`src/rtl/imem_boot_loader_pkg.sv`:
```
// risc_boot_pkg: shared types and constants for the instruction-memory boot
// loader. Holds the loader state encoding and the no-op word used to sweep
// the memory before a program is streamed in.
package risc_boot_pkg;

  typedef enum logic [2:0] {
    ST_IDLE,
    ST_CLEAR,
    ST_LOAD,
    ST_ARMED,
    ST_RUN,
    ST_DONE
  } boot_state_e;

  // Encoding of the processor's no-op instruction.
  localparam logic [31:0] NOP_WORD = 32'h6800_0000;

endpackage

```
`src/rtl/imem_boot_loader_if.sv`:
```
// imem_boot_loader_if: program-word stream from a host to the boot loader.
//   valid  word present            ready  loader accepts the word
//   addr   target word address     data   instruction word
//   last   final word of the program
// master = stream source (host/bench), slave = boot loader.
interface imem_boot_loader_if #(
  parameter int ADDR_W = 8,
  parameter int DATA_W = 32
);

  logic              valid;
  logic              ready;
  logic [ADDR_W-1:0] addr;
  logic [DATA_W-1:0] data;
  logic              last;

  modport master (output valid, addr, data, last, input ready);
  modport slave  (input valid, addr, data, last, output ready);

endinterface

```
`src/rtl/imem_boot_loader_run_monitor.sv`:
```
// run_monitor: watches a running core. Counts cycles spent running
// (saturating), compares the PC against the halt address and the count
// against the cycle budget, and keeps sticky done/timeout flags.
// Ports:
//   clk, reset (async, active-low)
//   clear        load pulse: zero the counter and flags
//   run          core is in the RUN state this cycle
//   run_cycles   budget, 0 = unlimited
//   halt_pc      PC value meaning "program finished"
//   core_pc      current processor PC
//   finish       combinational: run ends at the coming edge
//   done         sticky completion flag
//   timeout      sticky "ended on budget" flag
//   cycle_count  cycles counted while running
module run_monitor
  import risc_boot_pkg::*;
#(
  parameter int ADDR_W = 8,
  parameter int CYC_W  = 16
) (
  input  logic              clk,
  input  logic              reset,
  input  logic              clear,
  input  logic              run,
  input  logic [CYC_W-1:0]  run_cycles,
  input  logic [ADDR_W-1:0] halt_pc,
  input  logic [ADDR_W-1:0] core_pc,
  output logic              finish,
  output logic              done,
  output logic              timeout,
  output logic [CYC_W-1:0]  cycle_count
);

  logic             halt_hit;
  logic             budget_hit;
  logic             done_reg;
  logic             timeout_reg;
  logic [CYC_W-1:0] cycle_count_reg;

  assign halt_hit   = (core_pc == halt_pc);
  // The count seen now is the number of cycles already completed, so the
  // budget is used up when it equals run_cycles-1 at this edge.
  assign budget_hit = (run_cycles != '0) &&
                      (cycle_count_reg == (run_cycles - CYC_W'(1)));
  assign finish     = run && (halt_hit || budget_hit);

  always_ff @(posedge clk or negedge reset) begin
    if (!reset) begin
      done_reg        <= 1'b0;
      timeout_reg     <= 1'b0;
      cycle_count_reg <= '0;
    end else if (clear) begin
      done_reg        <= 1'b0;
      timeout_reg     <= 1'b0;
      cycle_count_reg <= '0;
    end else if (run) begin
      if (cycle_count_reg != '1)
        cycle_count_reg <= cycle_count_reg + CYC_W'(1);
      if (finish) begin
        done_reg    <= 1'b1;
        timeout_reg <= !halt_hit;  // halt has priority over the budget
      end
    end
  end

  assign done        = done_reg;
  assign timeout     = timeout_reg;
  assign cycle_count = cycle_count_reg;

endmodule

```
`src/rtl/imem_boot_loader.sv`:
```
// imem_boot_loader: loads a sparse program into the processor's instruction
// memory, optionally sweeping every word with a no-op first, holds the core
// in reset until started, then watches the run for halt or budget expiry.
// Ports:
//   clk, reset (async, active-low)
//   load         pulse: (re)start loading from any state
//   s            program stream (slave side of imem_boot_loader_if)
//   start        pulse: release the core (only honoured when ARMED)
//   run_cycles   cycle budget, 0 = unlimited
//   halt_pc      PC marking program end;  core_pc  processor PC
//   imem_we/imem_addr/imem_wdata  registered instruction-memory write port
//   core_reset   active-high reset to the processor
//   busy         CLEAR, LOAD or RUN
//   done/timeout sticky run outcome;  cycle_count  cycles spent running
//   load_count   words accepted in the current load
module imem_boot_loader
  import risc_boot_pkg::*;
#(
  parameter int DATA_W        = 32,
  parameter int ADDR_W        = 8,
  parameter int CYC_W         = 16,
  parameter bit CLEAR_ON_LOAD = 1'b1
) (
  input  logic              clk,
  input  logic              reset,
  input  logic              load,
  imem_boot_loader_if.slave s,
  input  logic              start,
  input  logic [CYC_W-1:0]  run_cycles,
  input  logic [ADDR_W-1:0] halt_pc,
  input  logic [ADDR_W-1:0] core_pc,
  output logic              imem_we,
  output logic [ADDR_W-1:0] imem_addr,
  output logic [DATA_W-1:0] imem_wdata,
  output logic              core_reset,
  output logic              busy,
  output logic              done,
  output logic              timeout,
  output logic [CYC_W-1:0]  cycle_count,
  output logic [ADDR_W:0]   load_count
);

  localparam int LC_W = ADDR_W + 1;

  boot_state_e       state_reg, state_next;
  logic [ADDR_W-1:0] clear_addr_reg, clear_addr_next;
  logic              s_ready_reg, s_ready_next;
  logic              imem_we_reg, imem_we_next;
  logic [ADDR_W-1:0] imem_addr_reg, imem_addr_next;
  logic [DATA_W-1:0] imem_wdata_reg, imem_wdata_next;
  logic              core_reset_reg, core_reset_next;
  logic              busy_reg, busy_next;
  logic [LC_W-1:0]   load_count_reg, load_count_next;
  logic              handshake;
  logic              run_finish;

  // s_ready_reg is high exactly while in LOAD; a load pulse takes priority
  // over a word offered in the same cycle.
  assign handshake = s.valid && s_ready_reg && !load;

  run_monitor #(
    .ADDR_W (ADDR_W),
    .CYC_W  (CYC_W)
  ) u_run_monitor (
    .clk         (clk),
    .reset       (reset),
    .clear       (load),
    .run         (state_reg == ST_RUN),
    .run_cycles  (run_cycles),
    .halt_pc     (halt_pc),
    .core_pc     (core_pc),
    .finish      (run_finish),
    .done        (done),
    .timeout     (timeout),
    .cycle_count (cycle_count)
  );

  // State register
  always_ff @(posedge clk or negedge reset) begin
    if (!reset) state_reg <= ST_IDLE;
    else        state_reg <= state_next;
  end

  // Next-state logic
  always_comb begin
    state_next = state_reg;
    if (load) begin
      state_next = CLEAR_ON_LOAD ? ST_CLEAR : ST_LOAD;
    end else begin
      case (state_reg)
        ST_CLEAR: if (clear_addr_reg == '1)  state_next = ST_LOAD;
        ST_LOAD:  if (handshake && s.last)   state_next = ST_ARMED;
        ST_ARMED: if (start)                 state_next = ST_RUN;
        ST_RUN:   if (run_finish)            state_next = ST_DONE;
        default:  state_next = state_reg;
      endcase
    end
  end

  // Output logic: values every registered output takes after this edge.
  always_comb begin
    s_ready_next    = (state_next == ST_LOAD);
    core_reset_next = !((state_next == ST_RUN) || (state_next == ST_DONE));
    busy_next       = (state_next == ST_CLEAR) || (state_next == ST_LOAD) ||
                      (state_next == ST_RUN);
    clear_addr_next = clear_addr_reg;
    imem_we_next    = 1'b0;
    imem_addr_next  = imem_addr_reg;
    imem_wdata_next = imem_wdata_reg;
    load_count_next = load_count_reg;

    if (state_next == ST_CLEAR) begin
      // Entering CLEAR (or restarting it) begins the sweep at address 0;
      // staying in CLEAR advances one word per cycle.
      clear_addr_next = (state_reg == ST_CLEAR && !load) ?
                        clear_addr_reg + ADDR_W'(1) : '0;
      imem_we_next    = 1'b1;
      imem_addr_next  = clear_addr_next;
      imem_wdata_next = DATA_W'(NOP_WORD);
    end else if (handshake) begin
      imem_we_next    = 1'b1;
      imem_addr_next  = s.addr;
      imem_wdata_next = s.data;
    end

    if (load)
      load_count_next = '0;
    else if (handshake && load_count_reg != '1)
      load_count_next = load_count_reg + LC_W'(1);
  end

  // Output and datapath registers
  always_ff @(posedge clk or negedge reset) begin
    if (!reset) begin
      clear_addr_reg <= '0;
      s_ready_reg    <= 1'b0;
      imem_we_reg    <= 1'b0;
      imem_addr_reg  <= '0;
      imem_wdata_reg <= '0;
      core_reset_reg <= 1'b1;
      busy_reg       <= 1'b0;
      load_count_reg <= '0;
    end else begin
      clear_addr_reg <= clear_addr_next;
      s_ready_reg    <= s_ready_next;
      imem_we_reg    <= imem_we_next;
      imem_addr_reg  <= imem_addr_next;
      imem_wdata_reg <= imem_wdata_next;
      core_reset_reg <= core_reset_next;
      busy_reg       <= busy_next;
      load_count_reg <= load_count_next;
    end
  end

  assign s.ready    = s_ready_reg;
  assign imem_we    = imem_we_reg;
  assign imem_addr  = imem_addr_reg;
  assign imem_wdata = imem_wdata_reg;
  assign core_reset = core_reset_reg;
  assign busy       = busy_reg;
  assign load_count = load_count_reg;

endmodule

```
`src/flat_wrapper.sv`:
```
// flat-port wrapper written by rule: the top's interface ports become plain ports
module imem_boot_loader_flat import risc_boot_pkg::*;
#(
  parameter int DATA_W        = 32,
  parameter int ADDR_W        = 8,
  parameter int CYC_W         = 16,
  parameter bit CLEAR_ON_LOAD = 1'b1
)
  (clk, reset, load, start, run_cycles, halt_pc, core_pc, imem_we, imem_addr, imem_wdata, core_reset, busy, done, timeout, cycle_count, load_count, s_valid, s_addr, s_data, s_last, s_ready);
  imem_boot_loader_if #(.ADDR_W(ADDR_W), .DATA_W(DATA_W)) s_i ();
  input  logic clk;
  input  logic reset;
  input  logic load;
  input  logic start;
  input  logic [CYC_W-1:0] run_cycles;
  input  logic [ADDR_W-1:0] halt_pc;
  input  logic [ADDR_W-1:0] core_pc;
  output logic imem_we;
  output logic [ADDR_W-1:0] imem_addr;
  output logic [DATA_W-1:0] imem_wdata;
  output logic core_reset;
  output logic busy;
  output logic done;
  output logic timeout;
  output logic [CYC_W-1:0] cycle_count;
  output logic [ADDR_W:0] load_count;
  input wire logic [$bits(s_i.valid)-1:0] s_valid;
  input wire logic [$bits(s_i.addr)-1:0] s_addr;
  input wire logic [$bits(s_i.data)-1:0] s_data;
  input wire logic [$bits(s_i.last)-1:0] s_last;
  output wire logic [$bits(s_i.ready)-1:0] s_ready;
  assign s_i.valid = s_valid;
  assign s_i.addr = s_addr;
  assign s_i.data = s_data;
  assign s_i.last = s_last;
  assign s_ready = s_i.ready;
  imem_boot_loader #(.DATA_W(DATA_W), .ADDR_W(ADDR_W), .CYC_W(CYC_W), .CLEAR_ON_LOAD(CLEAR_ON_LOAD)) u_core (.clk(clk), .reset(reset), .load(load), .s(s_i), .start(start), .run_cycles(run_cycles), .halt_pc(halt_pc), .core_pc(core_pc), .imem_we(imem_we), .imem_addr(imem_addr), .imem_wdata(imem_wdata), .core_reset(core_reset), .busy(busy), .done(done), .timeout(timeout), .cycle_count(cycle_count), .load_count(load_count));
endmodule
```
`config.mk`:
```
export PLATFORM = sky130hd
export DESIGN_NAME = imem_boot_loader_flat
export DESIGN_NICKNAME = d
export VERILOG_FILES = /design/src/rtl/imem_boot_loader_pkg.sv /design/src/rtl/imem_boot_loader_if.sv /design/src/rtl/imem_boot_loader_run_monitor.sv /design/src/rtl/imem_boot_loader.sv /design/src/flat_wrapper.sv
export SDC_FILE = /design/constraint.sdc
export NUM_CORES = 1
export LEC_CHECK = 0
export ABC_AREA = 0
export CORE_MARGIN = 2
export CORE_UTILIZATION = 50
export DETAILED_ROUTE_END_ITERATION = 12
export PLACE_DENSITY = 0.94
export SYNTH_ARGS = -nofsm -noshare
export SYNTH_HDL_FRONTEND = slang
export SYNTH_SLANG_ARGS = --single-unit
```
`constraint.sdc`:
```
create_clock -name clk -period 6.75 [get_ports clk]
set_input_delay 1.0125 -clock clk [delete_from_list [all_inputs] [get_ports clk]]
set_output_delay 1.0125 -clock clk [all_outputs]
set_load 0.1 [all_outputs]
```
==> key figures, run 1 <==
Timing
  – Total negative slack: 0 ps
  – Maximum clock skew at final layout: 9.85 ps
  – Unrepaired setup endpoints after global routing: false
  – Highest achievable clock rate: between 200 and 300 MHz
  – Time the final worst path needs with I/O delays and setup: just under 4000 ps
  – Setup violation total in the final timing report: 0
  – Total count of max-transition violations in the final report: 0
  – Worst slew slack as a fraction of its limit: 0.180
  – Final critical-path setup slack: 2790 ps
  – Final number of hold-violating endpoints: 0
  – Slew @ Worst Pin: ~1200 ps
  – Final cycle utilization of the critical path: 0.586

GRT
  – Antenna violations before repair: 0
  – Total global routing overflow: 0
  – Aggregate global-route resource usage: 0.251
  – Largest net degree at the start of global routing: 83
  – Number of global-route vias before repair: slightly above 4,000
  – First-pass GRT wire length: around 20,000 µm

Die
  – Die boundary width: 97.4 µm
  – Core Rows: 34
  – Total Die Area: roughly 9500 µm²
  – Floorplan Core Area: about 8600 µm²
  – Die height: around 97 µm
  – Initial core utilization: 0.508
  – Number of I/O pins: 149

Clock network
  – Clock tree sinks: 82
  – Maximum number of buffers from clock root to sink: 2
  – Total number of H-tree levels: 3
  – Count of cells resized by post-cts repair: 0
  – Hold Buf Count CTS: 0
  – Number of clock buffers inserted by TritonCTS: 9
  – Clock transition time at the flip-flop clock pins of the worst setup and hold paths: 80 ps
  – CTS tree: yes
  – Number of post-CTS setup repair buffers: 0
  – Clock root buffer: sky130_fd_sc_hd__clkbuf_8
  – Latest clock arrival within the worst-skew pair: 350 ps

Detailed routing
  – Overall via count from detail_route: slightly above 4,000
  – Antenna-violating nets left: 0
  – Pre-antenna DRT Iters: 5
  – Post-detailed-route via-to-cell ratio: roughly 5.6
  – DRC violation count after routing: 0
  – Total wire length: 11,700 µm
  – Number of DRC markers in iteration 0: 273
  – Post-detailed-route wirelength per cell: ~16 µm

Placement
  – DP HPWL: about 8600 µm
  – Worst slack at placement: between 2000 and 2500 ps
  – RePlAce Congestion: 0.857
  – Number of buffers inserted by port buffering: around 150

Final layout
  – Max FFs per register: 32
  – Growth of design area from synthesis to finish: 39.8%
  – Fraction of final layout cells with drive strength greater than 1: 0.0576
  – Total inserted antenna cells: 0
  – Commonest non-fill, non-tap cell in the layout: sky130_fd_sc_hd__clkdlybuf4s50_1
  – Number of nets in the final layout: ~700
  – Commonest cells after routing, fill and taps aside: sky130_fd_sc_hd__clkdlybuf4s50_1 (147), sky130_fd_sc_hd__nand2_1 (96), sky130_fd_sc_hd__dfrtp_1 (81)
  – Final standard cell utilization of the core: 0.710

Worst setup path
  – Sort of element at the end of the critical path: flop
  – CP top delay family: buffers and inverters
  – Crit path launch type: input port
  – Cell repeated most along the worst path: sky130_fd_sc_hd__buf_4
  – Cells along the critical path: clkdlybuf4s50_1, buf_4, inv_1, nand3_2, nor2_1, a2111oi_4, nor2_2, buf_4, a211oi_1, a21oi_1
  – Slowest CP cell: sky130_fd_sc_hd__nand3_2
  – Start-to-end type of the worst setup path: input port to flop
  – Critical path data arrival time: between 4000 and 5000 ps
  – Highest net fanout along the worst path: 45
  – CP required: approximately 7000 ps
  – Highest cell delay on the worst timing path: around 690 ps
  – Launch point of the worst path: load
  – Crit Reg-Reg Startpoint: u_core.state_reg[1]
  – Crit path buf inv count: 4

Synthesis
  – Mean post-synth cell area: 9.12 µm²
  – Syn nets: around 560
  – Register area share after synthesis: 0.471
  – Count of different cell masters after synthesis: 59
  – Synthesized netlist cell count: 478
  – Most area-hungry cell type in the Yosys netlist: sky130_fd_sc_hd__dfrtp_1
  – Leading cell types by total area after synthesis: sky130_fd_sc_hd__dfrtp_1 (46%), sky130_fd_sc_hd__nand2_1 (8.3%), sky130_fd_sc_hd__xnor2_1 (7.2%), sky130_fd_sc_hd__a21oi_1 (4.1%), sky130_fd_sc_hd__xor2_1 (4.0%)
  – Number of flops mapped to enable cells by yosys: 0
  – Syn Std Cell Area: roughly 4400 µm²
  – Yosys warnings: 0
  – Post-synth ARST share: 1.00
  – Synth top area share: 0.465
  – Yosys reg bits: around 80
  – Top FF cell, synth: sky130_fd_sc_hd__dfrtp_1

Power and ir drop
  – Worst vdd ir: ~0.00011 V
  – Leak: roughly 0.0024 µW
  – Total Power: 928 µW
  – Power per cell area: approximately 150 nW/µm²

Run status
  – Result of the run: finished, final reports clean

Run
  – Maxcap violations: 0

Worst hold path
  – Worst hold start: u_core.imem_wdata[30]
  – Class of the most critical hold timing path: flop to flop
area by class of cell:
class / instances / area [µm²]
tap: 108 / 135
timing repair buffer: 150 / 1490
fill: 623 / 2500
multi-input combinational: 367 / 2200
clock inverter: 7 / 53.8
sequential: 82 / 2050
inverter: 10 / 37.5
clock buffer: 9 / 124
synth_stat cells, types with 2 or more instances:
library cell,number
sky130_fd_sc_hd__o22ai_1,2
sky130_fd_sc_hd__o21ai_1,2
sky130_fd_sc_hd__and4_1,2
sky130_fd_sc_hd__or4_1,3
sky130_fd_sc_hd__xnor2_1,36
sky130_fd_sc_hd__a22oi_1,2
sky130_fd_sc_hd__a31oi_1,2
sky130_fd_sc_hd__inv_1,10
sky130_fd_sc_hd__o21ai_0,16
sky130_fd_sc_hd__and2_1,3
sky130_fd_sc_hd__ha_1,5
sky130_fd_sc_hd__nand3_1,16
sky130_fd_sc_hd__dfrtp_1,81
sky130_fd_sc_hd__nor2b_1,2
sky130_fd_sc_hd__o2bb2ai_1,2
sky130_fd_sc_hd__or3_1,6
sky130_fd_sc_hd__nor3b_1,2
sky130_fd_sc_hd__clkbuf_1,12
sky130_fd_sc_hd__nor2_1,44
sky130_fd_sc_hd__nor4_1,6
sky130_fd_sc_hd__mux2i_1,12
sky130_fd_sc_hd__nand4_1,8
sky130_fd_sc_hd__buf_2,6
sky130_fd_sc_hd__nand2b_1,3
sky130_fd_sc_hd__nor3_1,7
sky130_fd_sc_hd__a21oi_1,36
sky130_fd_sc_hd__and3_1,6
sky130_fd_sc_hd__xor2_1,20
sky130_fd_sc_hd__nand2_1,96
worst paths after layout:
kind                                                  endpoint  slack [ps]  cells after the start
hold reg to reg                          u_core.imem_wdata[30]         510                      2
setup / recovery                           u_core.imem_addr[5]        2790                     10
setup reg to reg                      u_core.clear_addr_reg[4]        3990                      8
min in group asynchronous                u_core.imem_wdata[26]         820                      1
hold / removal                           u_core.imem_wdata[30]         510                      2
max in group asynchronous  u_core.u_run_monitor.cycle_count[4]        5280                      1
power by group:
part | internal (µW) | switching [µW]
clock | 134 | 186
sequential | 494 | 2.49
combinational | 57.3 | 53.3
total | 686 | 242
per-layer routing:
metal	vias to the layer above	track usage	part of all wire
met5	-	0	0
met4	0	0.0897	0.020
met3	22	0.0748	0.094
met2	191	0.416	0.49
met1	1946	0.313	0.39
li1	1915	-	-
cell families (layout without fill, tap and decap cells):
| group | Yosys count | count (layout) | synth area share |
|---|---|---|---|
| and+or+nand+nor | 218 | 218 | 0.240 |
| DFF | 82 | 82 | 0.471 |
| AOI/OAI and AO/OA | 76 | 76 | 0.109 |
| xor gates and xnor gates | 56 | 56 | 0.112 |
| buffers and inverters | 29 | 176 | 0.0267 |
| muxes | 12 | 12 | 0.0275 |
| adders and majority gates | 5 | 5 | 0.0143 |
per-stage QoR:
stage	instances	hold slack [ps]	cell area (µm²)
finish	733	514	6100
global route	733	532	6100
CTS	733	519	6100
detailed placement	717	498	5920
global placement	717	480	5920
floorplan	478	495	4360
worst min-delay path, cell delays in order (launching register included):
cell and delay [ps]:
sky130_fd_sc_hd__dfrtp_1 350, sky130_fd_sc_hd__nand2_1 50, sky130_fd_sc_hd__nand3_1 70
Note: power is estimated with default switching activity, not from simulation.
==> inputs of run 2 (changes only) <==
--- a/config.mk
+++ b/config.mk
@@ -7,9 +7,9 @@
 export LEC_CHECK = 0
 export ABC_AREA = 0
 export CORE_MARGIN = 2
-export CORE_UTILIZATION = 50
+export CORE_UTILIZATION = 46
 export DETAILED_ROUTE_END_ITERATION = 12
-export PLACE_DENSITY = 0.94
+export PLACE_DENSITY = 0.88
 export SYNTH_ARGS = -nofsm -noshare
 export SYNTH_HDL_FRONTEND = slang
 export SYNTH_SLANG_ARGS = --single-unit
==> constraint.sdc (replaced) <==
create_clock -name clk -period 4 [get_ports clk]
set_input_delay 0.6 -clock clk [delete_from_list [all_inputs] [get_ports clk]]
set_output_delay 0.6 -clock clk [all_outputs]
set_load 0.1 [all_outputs]
==> run 2 against run 1 <==
  * Wire length increased by 3.5%
  * Global-route usage down 0.76 points
  * Register-to-register slack lost 2700 ps
  * Flip-flop and latch count is the same
  * Final area grew 1.9%
  * Largest power group unchanged
  * Via count fell by 2.2%
  * Largest cell class unchanged
  * Sequential share of layout area shrank 0.64 points
  * Non-clock buffer count grew 2
==> key figures, run 2 (synthesis gave the netlist of run 1 again) <==
GRT
  – Aggregate global-route resource usage: 0.244
  – First-pass GRT wire length: just under 20,000 µm
  – Antenna violations before repair: 0
  – Number of global-route vias before repair: 4,026
  – Largest net degree at the start of global routing: 83
  – Total global routing overflow: 0

Timing
  – Unrepaired setup endpoints after global routing: false
  – Total count of max-transition violations in the final report: 0
  – Worst slew slack as a fraction of its limit: 0.303
  – Setup violation total in the final timing report: 0
  – Total negative slack: 0 ps
  – Final cycle utilization of the critical path: 0.731
  – Highest achievable clock rate: approximately 340 MHz
  – Time the final worst path needs with I/O delays and setup: 2920 ps
  – Slew @ Worst Pin: roughly 1000 ps
  – Final number of hold-violating endpoints: 0
  – Maximum clock skew at final layout: roughly 14 ps

Die
  – Floorplan Core Area: roughly 9200 µm²
  – Number of I/O pins: approximately 150
  – Initial core utilization: 0.472
  – Total Die Area: just over 10,000 µm²
  – Die height: approximately 100 µm
  – Core Rows: 35
  – Die boundary width: a little over 100 µm

Final layout
  – Commonest non-fill, non-tap cell in the layout: sky130_fd_sc_hd__clkdlybuf4s50_1
  – Post-route non-filler standard cell count: about 760
  – Total inserted antenna cells: 0
  – Number of nets in the final layout: around 700
  – Growth of design area from synthesis to finish: 42.5%
  – Max FFs per register: 32
  – Fraction of final layout cells with drive strength greater than 1: 0.0590
  – Commonest cells after routing, fill and taps aside: sky130_fd_sc_hd__clkdlybuf4s50_1 (147), sky130_fd_sc_hd__nand2_1 (96), sky130_fd_sc_hd__dfrtp_1 (81)

Worst setup path
  – Start-to-end type of the worst setup path: input port to flop
  – R2R depth: 7
  – Crit Reg-Reg Startpoint: u_core.state_reg[1]
  – Slowest CP cell: sky130_fd_sc_hd__clkdlybuf4s50_1
  – R2R Path End: u_core.clear_addr_reg[4]
  – CP Depth: 8
  – Crit path launch type: input port
  – Register-to-Register Setup Slack: approximately 1300 ps
  – Sort of element at the end of the critical path: flop
  – Cells along the critical path: clkdlybuf4s50_1, nor4_1, nand4_1, or3b_1, a31oi_1, o2111ai_2, nand2_2, mux2i_1
  – Launch point of the worst path: run_cycles[2]
  – CP top delay family: simple AND/OR/NAND/NOR gates
  – Highest net fanout along the worst path: 7
  – Highest cell delay on the worst timing path: 530 ps
  – Critical path data arrival time: 3190 ps
  – CP required: between 4000 and 5000 ps
  – Crit path capture: u_core.busy
  – Crit path buf inv count: 1

Clock network
  – Number of post-CTS setup repair buffers: 0
  – Count of cells resized by post-cts repair: 0
  – Latest clock arrival within the worst-skew pair: 350 ps
  – Hold Buf Count CTS: 0
  – Total number of H-tree levels: 3
  – Maximum number of buffers from clock root to sink: 2
  – Clock root buffer: sky130_fd_sc_hd__clkbuf_8
  – CTS tree: yes
  – Clock tree sinks: just over 80
  – Clock transition time at the flip-flop clock pins of the worst setup and hold paths: 90 ps
  – Number of clock buffers inserted by TritonCTS: 9

Placement
  – Placed cells: 740
  – RePlAce Congestion: between 0.9 and 1
  – DP HPWL: about 8700 µm
  – Number of buffers inserted by port buffering: ~150

Detailed routing
  – Met2 layer wire length in the routed design: 6280 µm
  – Detailed-routing wirelength on met1: between 4000 and 5000 µm
  – Met3 layer wire length in the routed design: 668 µm
  – Post-detailed-route wirelength per cell: approximately 16 µm
  – Uppermost routed layer: met4
  – Pre-antenna DRT Iters: 4
  – Total wire length: 12,100 µm
  – Overall via count from detail_route: between 3,000 and 4,000
  – Post-detailed-route via-to-cell ratio: approximately 5.3
  – Antenna-violating nets left: 0
  – Number of DRC markers in iteration 0: 302
  – DRC violation count after routing: 0

Power and ir drop
  – Power per cell area: between 200 and 300 nW/µm²
  – Worst vdd ir: roughly 0.00025 V
  – Leak: roughly 0.0025 µW

Run
  – Maxcap violations: 0

Worst hold path
  – Class of the most critical hold timing path: input port to asynchronous set/reset pin

Run status
  – Result of the run: finished, final reports clean
==> run 2: power breakdown <==
part           internal (µW)  total, µW  switching [µW]
Sequential               833        837            3.87
Clock                    418        731             314
Combinational           96.5        187            90.5
==> run 2: cell type report <==
class | instances | area, µm²
Sequential cell | 82 | 2050
Tap cell | 129 | 161
Clock inverter | 6 | 115
Fill cell | 730 | 3020
Timing Repair Buffer | 152 | 1520
Inverter | 10 | 37.5
Multi-Input combinational cell | 367 | 2200
Clock buffer | 10 | 128
==> run 2: routing by layer <==
metal	vias up	global-route usage
li1	1926	-
met1	1915	0.311
met2	126	0.416
met3	16	0.0518
met4	0	0.0790
met5	-	0
==> run 2: worst min-delay path by stage <==
stage	startpoint	cells past startpoint	end
after floorplan	reset	0	u_core.busy
after global placement	u_core.imem_wdata[30]	2	u_core.imem_wdata[30]
after detailed placement	u_core.imem_wdata[27]	2	u_core.imem_wdata[27]
after CTS	reset	1	u_core.imem_wdata[4]
after global routing	reset	1	u_core.imem_wdata[4]
final	reset	1	u_core.imem_wdata[4]
==> run 2: through the flow <==
stage               setup WS, ps  area, µm²  power (µW)   util  hold slack [ps]
floorplan                   1480       4360         919      -              304
global placement             802       5970        1040  0.646              477
detailed placement           740       5970        1040  0.646              492
CTS                         1070       6220        1770  0.673              453
global route                 900       6220        1820  0.673              501
finish                      1080       6220        1760  0.673              394
==> run 2: worst register-to-register path: stages (launching register included) <==
cell                        delay [ps]
sky130_fd_sc_hd__dfrtp_1           490
sky130_fd_sc_hd__nand2b_1          200
sky130_fd_sc_hd__or2_4             260
sky130_fd_sc_hd__nor3_1            530
sky130_fd_sc_hd__a2111oi_4         160
sky130_fd_sc_hd__nor2_2            560
sky130_fd_sc_hd__inv_1             220
sky130_fd_sc_hd__o2bb2ai_1         170
==> inputs of run 3 (changes only) <==
==> constraint.sdc (replaced) <==
create_clock -name clk -period 2.72 [get_ports clk]
set_input_delay 0.408 -clock clk [delete_from_list [all_inputs] [get_ports clk]]
set_output_delay 0.408 -clock clk [all_outputs]
set_load 0.1 [all_outputs]
==> run 3 against run 2 <==
  * Power up 40%
  * Final area down 1.0%
  * Clock-buffer cell count down 1
  * Sequential share of layout area up 0.35 points
  * Largest power group unchanged
  * Utilization down 0.70 points
  * Hold slack worse by 200 ps
  * First-iteration DRC count down 25%
  * Wire length down 0.89%
  * Register-to-register slack worse by 1100 ps
  * Worst setup slack worse by 940 ps
  * Via count up 2.6%
  * Non-clock buffer count up 18
  * Critical path type unchanged
==> key figures, run 3 (synthesis gave the netlist of run 1 again) <==
Run status
  – Result of the run: finished, final reports clean

Die
  – Total Die Area: 10,300 µm²
  – Die boundary width: slightly above 100 µm
  – Core Rows: 35
  – Die height: 101 µm
  – Floorplan Core Area: just over 9000 µm²
  – Number of I/O pins: around 150
  – Initial core utilization: 0.472

Final layout
  – Final standard cell utilization of the core: 0.666
  – Commonest non-fill, non-tap cell in the layout: sky130_fd_sc_hd__nand2_1
  – Cell area after layout: between 6000 and 7000 µm²
  – Max FFs per register: 32
  – Number of nets in the final layout: roughly 720
  – Fraction of final layout cells with drive strength greater than 1: 0.200
  – Commonest cells after routing, fill and taps aside: sky130_fd_sc_hd__nand2_1 (96), sky130_fd_sc_hd__buf_4 (93), sky130_fd_sc_hd__dfrtp_1 (81)
  – Growth of design area from synthesis to finish: 41.0%
  – Layout fillers: around 720
  – Total inserted antenna cells: 0

Clock network
  – Latest clock arrival within the worst-skew pair: between 300 and 400 ps
  – Total number of H-tree levels: 3
  – Clock transition time at the flip-flop clock pins of the worst setup and hold paths: 100 ps
  – Clock tree sinks: between 80 and 90
  – CTS tree: yes
  – Number of clock buffers inserted by TritonCTS: 9
  – Maximum number of buffers from clock root to sink: 2
  – Hold Buf Count CTS: 0
  – Clock root buffer: sky130_fd_sc_hd__clkbuf_8

Detailed routing
  – DRC violation count after routing: 0
  – Number of DRC markers in iteration 0: between 200 and 250
  – Total wire length: roughly 12,000 µm
  – Pre-antenna DRT Iters: 4
  – Antenna-violating nets left: 0
  – Post-detailed-route wirelength per cell: roughly 16 µm
  – Post-detailed-route via-to-cell ratio: 5.28
  – Overall via count from detail_route: ~4,100

Run
  – Maxcap violations: 0

Placement
  – Cell area after placement: between 5000 and 6000 µm²
  – RePlAce Congestion: approximately 0.86
  – DP HPWL: about 8900 µm
  – Number of buffers inserted by port buffering: around 150

GRT
  – Largest net degree at the start of global routing: 83
  – Number of global-route vias before repair: roughly 4,200
  – First-pass GRT wire length: slightly below 20,000 µm
  – Aggregate global-route resource usage: 0.239
  – Total global routing overflow: 0
  – Antenna violations before repair: 0

Worst setup path
  – CP required: 2970 ps
  – Sort of element at the end of the critical path: flop
  – Crit path launch type: input port
  – Start-to-end type of the worst setup path: input port to flop
  – Critical path data arrival time: 2830 ps
  – Highest net fanout along the worst path: 3

Timing
  – Worst slew slack as a fraction of its limit: 0.306
  – Final cycle utilization of the critical path: 0.949
  – Time the final worst path needs with I/O delays and setup: around 2600 ps
  – Total count of max-transition violations in the final report: 0
  – Setup violation total in the final timing report: 0
  – Final number of hold-violating endpoints: 0
  – Maximum clock skew at final layout: approximately 17 ps
  – Slew @ Worst Pin: ~1000 ps
  – Highest achievable clock rate: 387 MHz

Power and ir drop
  – Leak: 0.00268 µW
  – Worst vdd ir: roughly 0.00034 V
  – Power per cell area: approximately 400 nW/µm²

Worst hold path
  – Class of the most critical hold timing path: input port to asynchronous set/reset pin
## run 3: cell type report
type	count	area, µm²	share of cell area
clock buffers	9	124	0.0201
well taps	129	161	0.0262
multi-input cells	367	2210	0.359
inverters	10	37.5	0.00610
clock inverters	7	86.3	0.0140
flip-flops and latches	82	2050	0.334
repair buffers	170	1480	0.240
## run 3: where the power goes
group | total [µW] | internal, µW | switching, µW
Sequential | 1230 | 1230 | 5.98
Combinational | 289 | 152 | 137
Clock | 938 | 444 | 494
## run 3: through the flow
stage	total power (µW)	cells	hold WS (ps)	setup WS [ps]	TNS (ps)
after CTS	2480	773	264	164	0
after global routing	2550	774	308	-15.6	-15.6
after detailed placement	1540	757	493	-166	-245
after global placement	1540	757	480	-55.4	-55.4
final	2460	774	199	139	0
after floorplan	1350	478	112	204	0
## run 3: what timing repair did
| action | 4_1_cts | 5_1_grt |
|---|---|---|
| resized for setup | 0 | 2 |
| endpoints found under the hold margin | 0 | 0 |
| buffers inserted | 0 | 1 |
| endpoints found under the setup margin | 0 | 1 |
## run 3: worst max-delay path, cell delays in order
cell,delay (ps)
sky130_fd_sc_hd__clkdlybuf4s50_1,500
sky130_fd_sc_hd__inv_1,60
sky130_fd_sc_hd__ha_1,300
sky130_fd_sc_hd__xnor2_1,120
sky130_fd_sc_hd__or4_1,520
sky130_fd_sc_hd__nor4_2,260
sky130_fd_sc_hd__o2111ai_2,210
sky130_fd_sc_hd__nand2_2,160
sky130_fd_sc_hd__mux2i_2,270
## run 3: per-layer routing
metal	GRT usage	vias to the layer above	part of all wire
met5	0	-	0
met1	0.288	1971	0.41
met3	0.0490	25	0.056
li1	-	1952	-
met4	0.107	0	0.026
met2	0.413	139	0.51
## run 3: path summary, 6_finish.rpt
kind	startpoint	end	slack, ps	depth (start not counted)
min	reset	u_core.imem_wdata[2]	200	1
max in group asynchronous	reset	u_core.u_run_monitor.cycle_count[5]	1810	1
min in group clk	u_core.imem_wdata[29]	u_core.imem_wdata[29]	510	2
min reg2reg	u_core.imem_wdata[29]	u_core.imem_wdata[29]	510	2
max reg2reg	u_core.clear_addr_reg[0]	u_core.imem_addr[5]	250	9
max	run_cycles[0]	u_core.busy	140	9
